$ cat src/rtl/muldiv_pkg.sv
`default_nettype none
// ============================================================================
//  Module   : muldiv_pkg
//  Purpose  : Shared types and constants for the RV32M iterative multiply /
//             divide unit and for the decode logic that steers M-type ops.
//  Contents : c_XLEN_DEFAULT   default operand / result width
//             c_FUNCT7_MULDIV  funct7 value identifying M-extension ops
//             muldiv_op_e      funct3 encodings of the eight M ops
//             muldiv_state_e   sequencer states
//  Revision : 1.0  initial release
// ============================================================================
package muldiv_pkg;

    localparam int          c_XLEN_DEFAULT  = 32;
    localparam logic [6:0]  c_FUNCT7_MULDIV = 7'b0000001;

    typedef enum logic [2:0] {
        MUL    = 3'b000,
        MULH   = 3'b001,
        MULHSU = 3'b010,
        MULHU  = 3'b011,
        DIV    = 3'b100,
        DIVU   = 3'b101,
        REM    = 3'b110,
        REMU   = 3'b111
    } muldiv_op_e;

    typedef enum logic [1:0] {
        IDLE = 2'd0,
        CALC = 2'd1,
        DONE = 2'd2
    } muldiv_state_e;

endpackage : muldiv_pkg
`default_nettype wire

$ cat src/rtl/muldiv_if.sv
`default_nettype none
// ============================================================================
//  Module   : muldiv_if
//  Purpose  : Request / response bundle between the execute stage and the
//             multiply / divide unit.
//  Signals  : start_i   request, accepted only while ready_o = 1
//             funct3_i  M-extension op select
//             a_i, b_i  rs1 / rs2 operands
//             flush_i   kill in-flight operation
//             ready_o   unit idle
//             busy_o    operation in flight (pipeline stall)
//             done_o    one-cycle result-valid pulse
//             result_o  result word, held until next done_o
//  Modports : master (execute stage), slave (muldiv_unit)
//  Revision : 1.0  initial release
// ============================================================================
interface muldiv_if
    import muldiv_pkg::*;
#(
    parameter int XLEN = c_XLEN_DEFAULT
) ();

    logic             start_i;
    logic [2:0]       funct3_i;
    logic [XLEN-1:0]  a_i;
    logic [XLEN-1:0]  b_i;
    logic             flush_i;
    logic             ready_o;
    logic             busy_o;
    logic             done_o;
    logic [XLEN-1:0]  result_o;

    modport master (
        output start_i, funct3_i, a_i, b_i, flush_i,
        input  ready_o, busy_o, done_o, result_o
    );

    modport slave (
        input  start_i, funct3_i, a_i, b_i, flush_i,
        output ready_o, busy_o, done_o, result_o
    );

endinterface : muldiv_if
`default_nettype wire

$ cat src/rtl/muldiv_sign_fix.sv
`default_nettype none
// ============================================================================
//  Module   : muldiv_sign_fix
//  Purpose  : Combinational sign handling around the unsigned datapath.
//             Accept side: extracts operand signs and magnitudes according
//             to the signedness of the op.
//             Result side: applies sign correction to the raw unsigned
//             product / quotient / remainder and selects the result word.
//  Ports    : i_op, i_a, i_b           op and raw operands at accept
//             o_sign_a/b, o_mag_a/b    signs and magnitudes
//             i_res_op, i_res_sign_a/b latched op and signs
//             i_res_b_zero             divisor was zero
//             i_hi, i_lo               raw datapath halves
//             o_result                 final result word
//  Revision : 1.0  initial release
// ============================================================================
module muldiv_sign_fix
    import muldiv_pkg::*;
#(
    parameter int XLEN = c_XLEN_DEFAULT
) (
    input  muldiv_op_e        i_op,
    input  logic [XLEN-1:0]   i_a,
    input  logic [XLEN-1:0]   i_b,
    output logic              o_sign_a,
    output logic              o_sign_b,
    output logic [XLEN-1:0]   o_mag_a,
    output logic [XLEN-1:0]   o_mag_b,
    input  muldiv_op_e        i_res_op,
    input  logic              i_res_sign_a,
    input  logic              i_res_sign_b,
    input  logic              i_res_b_zero,
    input  logic [XLEN-1:0]   i_hi,
    input  logic [XLEN-1:0]   i_lo,
    output logic [XLEN-1:0]   o_result
);

    logic                w_a_signed;
    logic                w_b_signed;
    logic                w_neg;
    logic [2*XLEN-1:0]   w_prod;
    logic [2*XLEN-1:0]   w_prod_fix;

    always_comb begin
        w_a_signed = (i_op == MUL) || (i_op == MULH) || (i_op == MULHSU) ||
                     (i_op == DIV) || (i_op == REM);
        w_b_signed = (i_op == MUL) || (i_op == MULH) ||
                     (i_op == DIV) || (i_op == REM);
        o_sign_a   = w_a_signed & i_a[XLEN-1];
        o_sign_b   = w_b_signed & i_b[XLEN-1];
        o_mag_a    = o_sign_a ? (-i_a) : i_a;
        o_mag_b    = o_sign_b ? (-i_b) : i_b;
    end

    always_comb begin
        w_neg      = i_res_sign_a ^ i_res_sign_b;
        w_prod     = {i_hi, i_lo};
        w_prod_fix = w_neg ? (-w_prod) : w_prod;
        o_result   = '0;
        case (i_res_op)
            MUL:                 o_result = w_prod_fix[XLEN-1:0];
            MULH, MULHSU, MULHU: o_result = w_prod_fix[2*XLEN-1:XLEN];
            // Divide by zero returns all ones regardless of dividend sign.
            DIV, DIVU:           o_result = i_res_b_zero ? '1 :
                                            (w_neg ? (-i_lo) : i_lo);
            // Remainder follows the dividend sign; with a zero divisor the
            // remainder register holds |a|, so this reproduces a.
            REM, REMU:           o_result = i_res_sign_a ? (-i_hi) : i_hi;
            default:             o_result = '0;
        endcase
    end

endmodule : muldiv_sign_fix
`default_nettype wire

$ cat src/rtl/muldiv_unit.sv
`default_nettype none
// ============================================================================
//  Module   : muldiv_unit
//  Purpose  : Iterative RV32M execute unit. One shift-add multiply or
//             restoring divide at a time, one bit per cycle over XLEN
//             cycles, with busy_o stalling the pipeline meanwhile.
//  Ports    : clk      clock
//             rst_n    synchronous active-low reset
//             bus      muldiv_if.slave request / response bundle
//  Options  : MULDIV_EARLY_OUT_EN  when defined, divide by zero, signed
//             overflow and multiply by zero go straight IDLE -> DONE.
//  Revision : 1.0  initial release
// ============================================================================
module muldiv_unit
    import muldiv_pkg::*;
#(
    parameter int XLEN  = c_XLEN_DEFAULT,
    parameter int CNT_W = $clog2(XLEN)
) (
    input  logic      clk,
    input  logic      rst_n,
    muldiv_if.slave   bus
);

    muldiv_state_e      r_state;
    muldiv_state_e      w_state_nxt;
    muldiv_op_e         r_op;
    muldiv_op_e         w_op_in;
    logic               r_sign_a;
    logic               r_sign_b;
    logic               r_b_zero;
    logic [XLEN-1:0]    r_hi;      // product high half / partial remainder
    logic [XLEN-1:0]    r_lo;      // multiplier / dividend -> quotient
    logic [XLEN-1:0]    r_mag_b;
    logic [XLEN-1:0]    r_result;
    logic [CNT_W-1:0]   r_cnt;

    logic               w_sign_a;
    logic               w_sign_b;
    logic [XLEN-1:0]    w_mag_a;
    logic [XLEN-1:0]    w_mag_b;
    logic [XLEN-1:0]    w_result;
    logic               w_b_zero;
    logic               w_early;
    logic [XLEN-1:0]    w_hi_init;
    logic [XLEN-1:0]    w_lo_init;
    logic [XLEN:0]      w_mul_sum;
    logic [XLEN:0]      w_div_shift;
    logic [XLEN:0]      w_div_diff;
    logic               w_accept;
    logic               w_ready;
    logic               w_busy;
    logic               w_done;

    assign w_op_in  = muldiv_op_e'(bus.funct3_i);
    assign w_b_zero = (bus.b_i == '0);

    muldiv_sign_fix #(.XLEN(XLEN)) u_sign_fix (
        .i_op         (w_op_in),
        .i_a          (bus.a_i),
        .i_b          (bus.b_i),
        .o_sign_a     (w_sign_a),
        .o_sign_b     (w_sign_b),
        .o_mag_a      (w_mag_a),
        .o_mag_b      (w_mag_b),
        .i_res_op     (r_op),
        .i_res_sign_a (r_sign_a),
        .i_res_sign_b (r_sign_b),
        .i_res_b_zero (r_b_zero),
        .i_hi         (r_hi),
        .i_lo         (r_lo),
        .o_result     (w_result)
    );

`ifdef MULDIV_EARLY_OUT_EN
    logic w_is_mul;
    logic w_a_zero;
    logic w_ovf;

    // Special cases preload the datapath with its final contents so the
    // DONE-state result selection is identical to the iterated path.
    always_comb begin
        w_is_mul  = ~bus.funct3_i[2];
        w_a_zero  = (bus.a_i == '0);
        w_ovf     = ((w_op_in == DIV) || (w_op_in == REM)) &&
                    (bus.a_i == {1'b1, {(XLEN-1){1'b0}}}) && (bus.b_i == '1);
        w_early   = w_is_mul ? (w_a_zero | w_b_zero) : (w_b_zero | w_ovf);
        w_hi_init = '0;
        w_lo_init = w_mag_a;
        if (w_is_mul && (w_a_zero || w_b_zero)) begin
            w_lo_init = '0;
        end else if (!w_is_mul && w_b_zero) begin
            w_hi_init = w_mag_a;
            w_lo_init = '1;
        end
        // Signed overflow: |a| = 2^(XLEN-1) with divisor 1 is already the
        // final quotient in r_lo and zero remainder in r_hi.
    end
`else
    assign w_early   = 1'b0;
    assign w_hi_init = '0;
    assign w_lo_init = w_mag_a;
`endif

    // One multiply step: conditional add then shift the 2*XLEN pair right.
    assign w_mul_sum   = r_lo[0] ? ({1'b0, r_hi} + {1'b0, r_mag_b}) : {1'b0, r_hi};
    // One restoring-divide step: shift in the next dividend bit, trial subtract.
    assign w_div_shift = {r_hi, r_lo[XLEN-1]};
    assign w_div_diff  = w_div_shift - {1'b0, r_mag_b};

    assign w_accept = (r_state == IDLE) && bus.start_i && !bus.flush_i;

    always_comb begin
        w_state_nxt = r_state;
        w_ready     = 1'b0;
        w_busy      = 1'b0;
        w_done      = 1'b0;
        case (r_state)
            IDLE: begin
                w_ready = 1'b1;
                if (bus.start_i && !bus.flush_i) begin
                    w_state_nxt = w_early ? DONE : CALC;
                end
            end
            CALC: begin
                w_busy = 1'b1;
                if (bus.flush_i) begin
                    w_state_nxt = IDLE;
                end else if (r_cnt == '0) begin
                    w_state_nxt = DONE;
                end
            end
            DONE: begin
                w_busy      = 1'b1;
                w_done      = !bus.flush_i;
                w_state_nxt = IDLE;
            end
            default: w_state_nxt = IDLE;
        endcase
    end

    always_ff @(posedge clk) begin
        if (!rst_n) begin
            r_state  <= IDLE;
            r_op     <= MUL;
            r_sign_a <= 1'b0;
            r_sign_b <= 1'b0;
            r_b_zero <= 1'b0;
            r_hi     <= '0;
            r_lo     <= '0;
            r_mag_b  <= '0;
            r_result <= '0;
            r_cnt    <= '0;
        end else begin
            r_state <= w_state_nxt;
            if (w_accept) begin
                r_op     <= w_op_in;
                r_sign_a <= w_sign_a;
                r_sign_b <= w_sign_b;
                r_b_zero <= w_b_zero;
                r_mag_b  <= w_mag_b;
                r_hi     <= w_hi_init;
                r_lo     <= w_lo_init;
                r_cnt    <= CNT_W'(XLEN-1);
            end else if (r_state == CALC) begin
                if (r_cnt != '0) begin
                    r_cnt <= r_cnt - CNT_W'(1);
                end
                if (!r_op[2]) begin
                    r_hi <= w_mul_sum[XLEN:1];
                    r_lo <= {w_mul_sum[0], r_lo[XLEN-1:1]};
                end else if (!w_div_diff[XLEN]) begin
                    r_hi <= w_div_diff[XLEN-1:0];
                    r_lo <= {r_lo[XLEN-2:0], 1'b1};
                end else begin
                    r_hi <= w_div_shift[XLEN-1:0];
                    r_lo <= {r_lo[XLEN-2:0], 1'b0};
                end
            end
            if (w_done) begin
                r_result <= w_result;
            end
        end
    end

    // The fresh result is forwarded during the DONE cycle and captured for
    // holding afterwards; a flushed DONE leaves the held value untouched.
    assign bus.ready_o  = w_ready;
    assign bus.busy_o   = w_busy;
    assign bus.done_o   = w_done;
    assign bus.result_o = w_done ? w_result : r_result;

endmodule : muldiv_unit
`default_nettype wire
$ cat src/flat_wrapper.sv
// flat-port wrapper written by rule: the top's interface ports become plain ports
module muldiv_unit_flat import muldiv_pkg::*;
#(
    parameter int XLEN  = c_XLEN_DEFAULT,
    parameter int CNT_W = $clog2(XLEN)
)
  (clk, rst_n, bus_start_i, bus_funct3_i, bus_a_i, bus_b_i, bus_flush_i, bus_ready_o, bus_busy_o, bus_done_o, bus_result_o);
  muldiv_if #(.XLEN(XLEN)) bus_i ();
  input  logic clk;
  input  logic rst_n;
  input wire logic [$bits(bus_i.start_i)-1:0] bus_start_i;
  input wire logic [$bits(bus_i.funct3_i)-1:0] bus_funct3_i;
  input wire logic [$bits(bus_i.a_i)-1:0] bus_a_i;
  input wire logic [$bits(bus_i.b_i)-1:0] bus_b_i;
  input wire logic [$bits(bus_i.flush_i)-1:0] bus_flush_i;
  output wire logic [$bits(bus_i.ready_o)-1:0] bus_ready_o;
  output wire logic [$bits(bus_i.busy_o)-1:0] bus_busy_o;
  output wire logic [$bits(bus_i.done_o)-1:0] bus_done_o;
  output wire logic [$bits(bus_i.result_o)-1:0] bus_result_o;
  assign bus_i.start_i = bus_start_i;
  assign bus_i.funct3_i = bus_funct3_i;
  assign bus_i.a_i = bus_a_i;
  assign bus_i.b_i = bus_b_i;
  assign bus_i.flush_i = bus_flush_i;
  assign bus_ready_o = bus_i.ready_o;
  assign bus_busy_o = bus_i.busy_o;
  assign bus_done_o = bus_i.done_o;
  assign bus_result_o = bus_i.result_o;
  muldiv_unit #(.XLEN(XLEN), .CNT_W(CNT_W)) u_core (.clk(clk), .rst_n(rst_n), .bus(bus_i));
endmodule
$ cat config.mk
export PLATFORM = sky130hd
export DESIGN_NAME = muldiv_unit_flat
export DESIGN_NICKNAME = d
export VERILOG_FILES = /design/src/rtl/muldiv_pkg.sv /design/src/rtl/muldiv_if.sv /design/src/rtl/muldiv_sign_fix.sv /design/src/rtl/muldiv_unit.sv /design/src/flat_wrapper.sv
export SDC_FILE = /design/constraint.sdc
export NUM_CORES = 1
export LEC_CHECK = 0
export ABC_AREA = 0
export BUFFER_PORTS_ARGS = -buffer_cell sky130_fd_sc_hd__buf_2
export CELL_PAD_IN_SITES_DETAIL_PLACEMENT = 1
export CELL_PAD_IN_SITES_GLOBAL_PLACEMENT = 2
export CORE_ASPECT_RATIO = 1.1
export CORE_MARGIN = 5
export CORE_UTILIZATION = 35
export DETAILED_ROUTE_END_ITERATION = 8
export GPL_TIMING_DRIVEN = 0
export HOLD_SLACK_MARGIN = 0.05
export PLACE_DENSITY_LB_ADDON = 0.1
export SLEW_MARGIN = 10
export SYNTH_ARGS = -nofsm -noshare
export SYNTH_HDL_FRONTEND = slang
export SYNTH_SLANG_ARGS = --single-unit
$ cat constraint.sdc
create_clock -name clk -period 5.07 [get_ports clk]
set_input_delay 0.2535 -clock clk [delete_from_list [all_inputs] [get_ports clk]]
set_output_delay 0.2535 -clock clk [all_outputs]
set_load 0.05 [all_outputs]
Yosys cells after proc, flatten, opt, wreduce, memory -nomap -nowiden:

Cells that the tools add are included.

* $add $sub $neg: 8
* equal/unequal tests: 15
* multiplexer cells: 25
* bitwise gates (word level): 4
* reductions and logical operators: 25

Operator list (number)
* 32-bit 2-to-1 mux: 11
* 32-bit negator: 4
* 32-bit case mux with 4 select lines: 1
* 64-bit 2-to-1 mux: 1
* 64-bit negator: 1
* 32-bit by 32-bit adder with 33-bit output: 1
* 33-bit 2-to-1 mux: 1
* 33-bit by 32-bit subtractor with 33-bit output: 1
* 32-bit logical NOT: 1
* 3-bit equality test (second input constant): 6
* 5-bit 2-to-1 mux: 3
* 3-bit by 2-bit equality test with 1-bit output (second input constant): 3
* 2-bit OR reduction: 4
* 3-bit by 1-bit equality test with 1-bit output (second input constant): 2
* 3-bit logical NOT: 2
* 1-bit logical OR: 6
* 2-bit 2-to-1 mux: 3
* 5-bit logical NOT: 1
* 5-bit nonzero test: 1
* 5-bit by 1-bit subtractor with 5-bit output (second input constant): 1
* 1-bit 2-to-1 mux: 4
* 2-bit case mux with 2 select lines: 1
* 2-bit AND reduction: 2
* 2-bit nonzero test: 2
* 11 further kinds: 14

* bits in registers: 141
* output and inout port bits: 35
* word-level logic and storage cells: 87

Longest topological paths before layout:

* word-level depth: 8
* gate-level depth with buffers: 15

Hierarchy:

A second synthesis with hierarchy kept.

* cells, all modules: 2057
* area total of the unflattened synthesis: 14919.3 µm²

Modules (own cells, without submodules)
* muldiv_unit: times used 1, cells each 1302, area an instance 10391.2 µm²
* muldiv_sign_fix: times used 1, cells each 755, area an instance 4528.1 µm²

Least setup slack after synthesis:

Ideal clock, no wire load.

* kind: reg-to-reg
* from: register u_core.r_lo[12]
* to: register u_core.r_result[1]
* setup time: 0.065 ns
* data arrival time: 3.502 ns
* data required time: 5.005 ns
* path slack: 1.503 ns
* cell stages (with the launch flop): 13
* clock period less this slack: 3.567 ns
* cell sequence: dfxtp_1 -> buf_6 -> or4_4 -> nor3_4 -> and3_1 -> buf_2 -> and2_1 -> a21oi_1 -> xnor2_1 -> o221ai_1 -> a21oi_1 -> o21ai_0 -> and2_1

* cells in the longest elaborated chain, start to end: 4

Ends and longest elaborated chain
* start: declaration: line muldiv_unit.sv:33 `logic [XLEN-1:0] r_lo;`
* start signal: assignment: line muldiv_unit.sv:163 `r_lo <= w_lo_init;`
* start signal: assignment: line muldiv_unit.sv:171 `r_lo <= {w_mul_sum[0], r_lo[XLEN-1:1]};`
* start signal: assignment: line muldiv_unit.sv:174 `r_lo <= {r_lo[XLEN-2:0], 1'b1};`
* 64-bit negator: line muldiv_sign_fix.sv:58 `w_prod_fix = w_neg ? (-w_prod) : w_prod;`
* 64-bit 2-to-1 mux: line muldiv_sign_fix.sv:58
* 32-bit case mux with 4 select lines: line muldiv_sign_fix.sv:60 `case (i_res_op)`
* 32-bit 2-to-1 mux
* net bus_result_o[1]: line flat_wrapper.sv:19 `output wire logic [$bits(bus_i.result_o)-1:0] bus_result_o;`
* end signal: assignment: line muldiv_unit.sv:181 `r_result <= w_result;`
* end: declaration: line muldiv_unit.sv:35 `logic [XLEN-1:0] r_result;`

The timed path passes the listed nets, and every way through them passes these cells.
A chain may end at the register's enable or synchronous reset.

Final worst setup path:

* from: register u_core.r_lo[0]
* to: output port bus_result_o[20]

* cells in the longest elaborated chain, start to end: 5

Ends and longest elaborated chain
* 32-bit negator: line muldiv_sign_fix.sv:65 `(w_neg ? (-i_lo) : i_lo);`
* 32-bit 2-to-1 mux: line muldiv_sign_fix.sv:65
* 32-bit 2-to-1 mux: line muldiv_sign_fix.sv:64 `DIV, DIVU: o_result = i_res_b_zero ? '1 :`
* 32-bit case mux with 4 select lines *: line muldiv_sign_fix.sv:60
* 32-bit 2-to-1 mux *: line muldiv_unit.sv:191 `assign bus.result_o = w_done ? w_result : r_result;`
* end: declaration: line flat_wrapper.sv:19

Every way passes the cells marked *; elsewhere a longest branch is shown, timed or not.

==> metrics.md <==
| Metric | Value |
|---|---|
| Run status | `completed` |
| Area taken by flip-flops and latches | `0.00282 sq mm` |
| CTS sink cnt | `141` |
| ANT nets after route | `0` |
| Endpoint type of the worst setup path | `primary output` |
| Max incr delay on CP | `0.65 ns` |
| Critical path required time | `4.82 ns` |
| Final-report max-slew violation count | `0` |
| Tightest slew margin relative to the limit | `29.6%` |
| Detailed Routing Iterations Pass 1 | `6` |
| Site Rows | `77` |
| Transition time of the tightest slew-check pin | `1.06 ns` |
| Part of the Yosys area used for sequential elements | `19.7%` |
| Cell Count, Final, Fillers Out | `2667` |
| Placed Cells incl. Taps | `2635` |
| Unique cell type count in the Yosys netlist | `91` |
| Initial standard-cell utilization of the core | `35.5%` |
| Root buffer selected by CTS | `sky130_fd_sc_hd__clkbuf_16` |
| Count of endpoints failing setup in the final report | `0` |
| Overall global routing resource usage | `30.3%` |
| Multi-input combinational cell area | `0.0106 sq mm` |
| Cells traversed along the worst timing path | `clkbuf_1, inv_1, clkbuf_1, ha_1, and4_1, buf_2, nand3_1, nor2_2, a21oi_1, xnor2_1, o221ai_1, a21oi_1, a21oi_1, buf_2` |
| Total DRC errors in the routed layout | `0` |
| Clk pin slew, worst setup/hold paths | `0.07 ns` |
| Number of enable flip-flop cells after synthesis | `0` |
| Die W | `203 um` |
| Setup ws final | `0.132 ns` |
| Fraction of final layout cells with drive strength greater than 1 | `9.38%` |
| Detailed placement HPWL | `57000 um` |
| Number of global-route vias before repair | `16800` |
| CORE AREA | `0.0404 sq mm` |
| Pin count of the biggest net entering global routing | `17` |
| Tmin final | `4.94 ns` |
| Leak | `6.26 nW` |
| Initial antenna violation count | `0` |
| Number of cells traversed by the worst register-to-register path | `14` |
| Final critical-path share of the clock period | `97.4%` |
| CTS H-tree depth | `4` |
| Clock latency on the worst-skew pair | `0.47 ns` |
| Clock Tree Buf Depth | `2` |
| # diodes | `0` |
| Unrepaired setup endpoints after global routing | `no` |
| Most repeated library cell on the critical path | `sky130_fd_sc_hd__a21oi_1` |
| Clock tree skew after final layout | `0.0182 ns` |
| Worst min-delay path startpoint | `bus_funct3_i[0]` |
| Ports placed on the boundary | `106` |
| Placement-stage worst setup slack | `0.0723 ns` |
| Count of routing violations after the opening detailed-route iteration | `1133` |
| TNS Setup | `0 ns` |
| Count of buffers from port buffering | `105` |
| GR Overflow Total | `0` |
| Synth Flop Type | `sky130_fd_sc_hd__dfxtp_1` |
| Count of warnings emitted by yosys | `0` |
| #FFs+latches synth | `141` |
| Average wire per cell in the routed design | `26.3 um` |
| CP Max Fanout | `10` |
| Power density relative to cell area | `305 mW/mm^2` |
| Max Clk Rate | `202 MHz` |
| Layout overhead on the synthesized area | `12.7%` |
| Drt total wl | `70200 um` |
| Worst voltage drop across the vdd grid | `0.181 mV` |
| Final hold violation count | `0` |
| Post-Syn Nets | `2163` |
| Worst path arrival time | `4.68 ns` |
| Cell area after technology mapping | `0.0143 sq mm` |
| Num CTS Buffers | `17` |
| Net count of the finished layout | `2287` |
| Routed via count divided by cell count | `6.06` |
| Height of the die | `222 um` |
| TritonCTS clock tree | `done` |
| Worst Hold Depth | `3` |
| Setup Fix Bufs, Post-CTS | `0` |
| Max Cap Viol | `0` |
| Die area | `0.0450 sq mm` |
| Worst min path class | `in2reg` |
| Routability-driven placement congestion ratio | `0.946` |
| Path type of the worst setup path | `reg2out` |
| Syn Inst Count | `2017` |
| First-pass GRT wire length | `105000 um` |
| Cell with the largest stage delay on the worst path | `sky130_fd_sc_hd__clkbuf_1` |
| Total via count in the routed design | `16200` |
| Startpoint Class | `flop` |
| R2r startpoint | `u_core.r_lo[31]` |
| Final hold slack | `0.0842 ns` |
| Mean instance size in the synthesized netlist | `7.10 sq um` |
| R2R Path End | `u_core.r_hi[26]` |
| Hold EP | `u_core.r_op[0]` |
| Fraction of the core area covered by cells at the end of the flow | `40.0%` |
| Number of inserted filler cells in the final layout | `5156` |
| Setup slack on the worst flop-to-flop path | `0.31 ns` |
| Fraction of registers with async set or reset after synthesis | `0%` |
-- critical path: cells and delay by family, from the launching register on --
kind	cells	cell delay (ns)
compound gates	4	0.90
xor+xnor	1	0.18
fa+ha+maj	1	0.38
buf+inv	5	1.63
flops	1	0.30
simple gates	3	0.83
-- synthesized netlist by cell type, types with 9 or more instances --
master | number | area, sq um
sky130_fd_sc_hd__nor3_1 | 60 | 300
sky130_fd_sc_hd__a311oi_1 | 13 | 114
sky130_fd_sc_hd__nand4_1 | 23 | 144
sky130_fd_sc_hd__xnor2_1 | 108 | 946
sky130_fd_sc_hd__or3_1 | 25 | 156
sky130_fd_sc_hd__o31ai_1 | 27 | 203
sky130_fd_sc_hd__a221oi_1 | 9 | 78.8
sky130_fd_sc_hd__dfxtp_1 | 141 | 2820
sky130_fd_sc_hd__mux2i_1 | 54 | 541
sky130_fd_sc_hd__a21oi_1 | 199 | 996
sky130_fd_sc_hd__a21o_1 | 24 | 180
sky130_fd_sc_hd__a32o_1 | 9 | 90.1
sky130_fd_sc_hd__clkbuf_1 | 131 | 492
sky130_fd_sc_hd__ha_1 | 73 | 913
sky130_fd_sc_hd__nor4_1 | 23 | 144
sky130_fd_sc_hd__nand3_1 | 48 | 240
sky130_fd_sc_hd__o22ai_1 | 11 | 68.8
sky130_fd_sc_hd__o211ai_1 | 25 | 188
sky130_fd_sc_hd__nor2b_1 | 11 | 68.8
sky130_fd_sc_hd__nor2_1 | 231 | 867
sky130_fd_sc_hd__nand2_1 | 164 | 616
sky130_fd_sc_hd__o21ai_0 | 137 | 686
sky130_fd_sc_hd__and2_1 | 35 | 219
sky130_fd_sc_hd__xor2_1 | 69 | 604
sky130_fd_sc_hd__inv_1 | 77 | 289
sky130_fd_sc_hd__nand2b_1 | 13 | 81.3
sky130_fd_sc_hd__a31oi_1 | 25 | 156
sky130_fd_sc_hd__a211oi_1 | 72 | 541
sky130_fd_sc_hd__buf_2 | 14 | 70.1
-- per-layer routing --
layer  up-vias  GRT usage, %  wire (um)
met5         -             0          0
met4         0          16.6       4290
met3       172          3.17       2690
met2       472          52.0      33500
met1      7969          37.1      29700
li1       7549             -          -
-- through the flow --
stage | cell area, sq um | power (mW)
3_5_place_dp | 15500 | 3.48
4_1_cts | 16100 | 4.91
2_1_floorplan | 14300 | 2.73
5_1_grt | 16100 | 5.16
3_3_place_gp | 15500 | 3.46
6_report | 16100 | 4.92
-- where the power goes --
part	internal [mW]	switching (mW)
Combinational	0.695	1.47
Sequential	1.20	0.144
Clock	0.813	0.599
Total	2.71	2.21
-- worst max path at each step --
stage | cells after the start | slack, ns | start | endpoint
2_1_floorplan | 12 | 1.50 | u_core.r_lo[12] | u_core.r_result[1]
3_3_place_gp | 14 | 0.15 | u_core.r_lo[31] | u_core.r_hi[8]
3_5_place_dp | 14 | 0.07 | u_core.r_lo[31] | u_core.r_hi[8]
4_1_cts | 14 | 0.05 | u_core.r_lo[31] | u_core.r_hi[8]
5_1_grt | 14 | 0.04 | u_core.r_lo[31] | u_core.r_hi[26]
6_report | 14 | 0.13 | u_core.r_lo[0] | bus_result_o[20]
-- what timing repair did --
item	in CTS	in global routing
gates resized for setup	0	4
endpoints found under the setup margin	0	13
hold buffers	0	0
-- state kept, by name (all words and copies together) (netlist names) --
name	count
u_core.r_state	2
u_core.r_sign_a	1
u_core.r_lo	32
u_core.r_b_zero	1
u_core.r_mag_b	32
u_core.r_sign_b	1
u_core.r_hi	32
u_core.r_op	3
u_core.r_cnt	5
u_core.r_result	32
-- cells in the final DEF (no fill, tap or decap), drive strengths merged, types with 11 or more instances in the layout --
cell      n
nor4     27
a211oi   72
nand2b   13
nor2    231
nand4    23
inv      84
nor2b    11
a21oi   200
nand3    48
mux2i    54
a311oi   13
ha       73
xor2     69
a21o     24
and2     36
o22ai    11
clkbuf  151
o211ai   25
buf     130
o21ai   143
nand2   166
a31oi    25
o31ai    30
xnor2   108
dfxtp   141
or3      29
nor3     64
-- cells by family after synthesis --
| group | after synthesis | share of synthesized area (%) |
|---|---|---|
| xor gates and xnor gates | 177 | 10.8 |
| adders and majority gates | 75 | 6.66 |
| buffers and inverters | 236 | 6.48 |
| and+or+nand+nor | 690 | 23.5 |
| AOI/OAI and AO/OA | 638 | 28.5 |
| DFF | 141 | 19.7 |
| muxes | 60 | 4.25 |
-- area by class of cell --
class                      instances  share of cell area (%)
timing repair buffer             105                    3.26
buffer                           157                    3.91
inverter                          79                    1.84
clock buffer                      19                    2.81
multi-input combinational       1640                    65.6
sequential                       141                    17.5
tap                              513                    3.98
clock inverter                    13                    1.08
No activity file was read; power rests on OpenSTA's default activity.
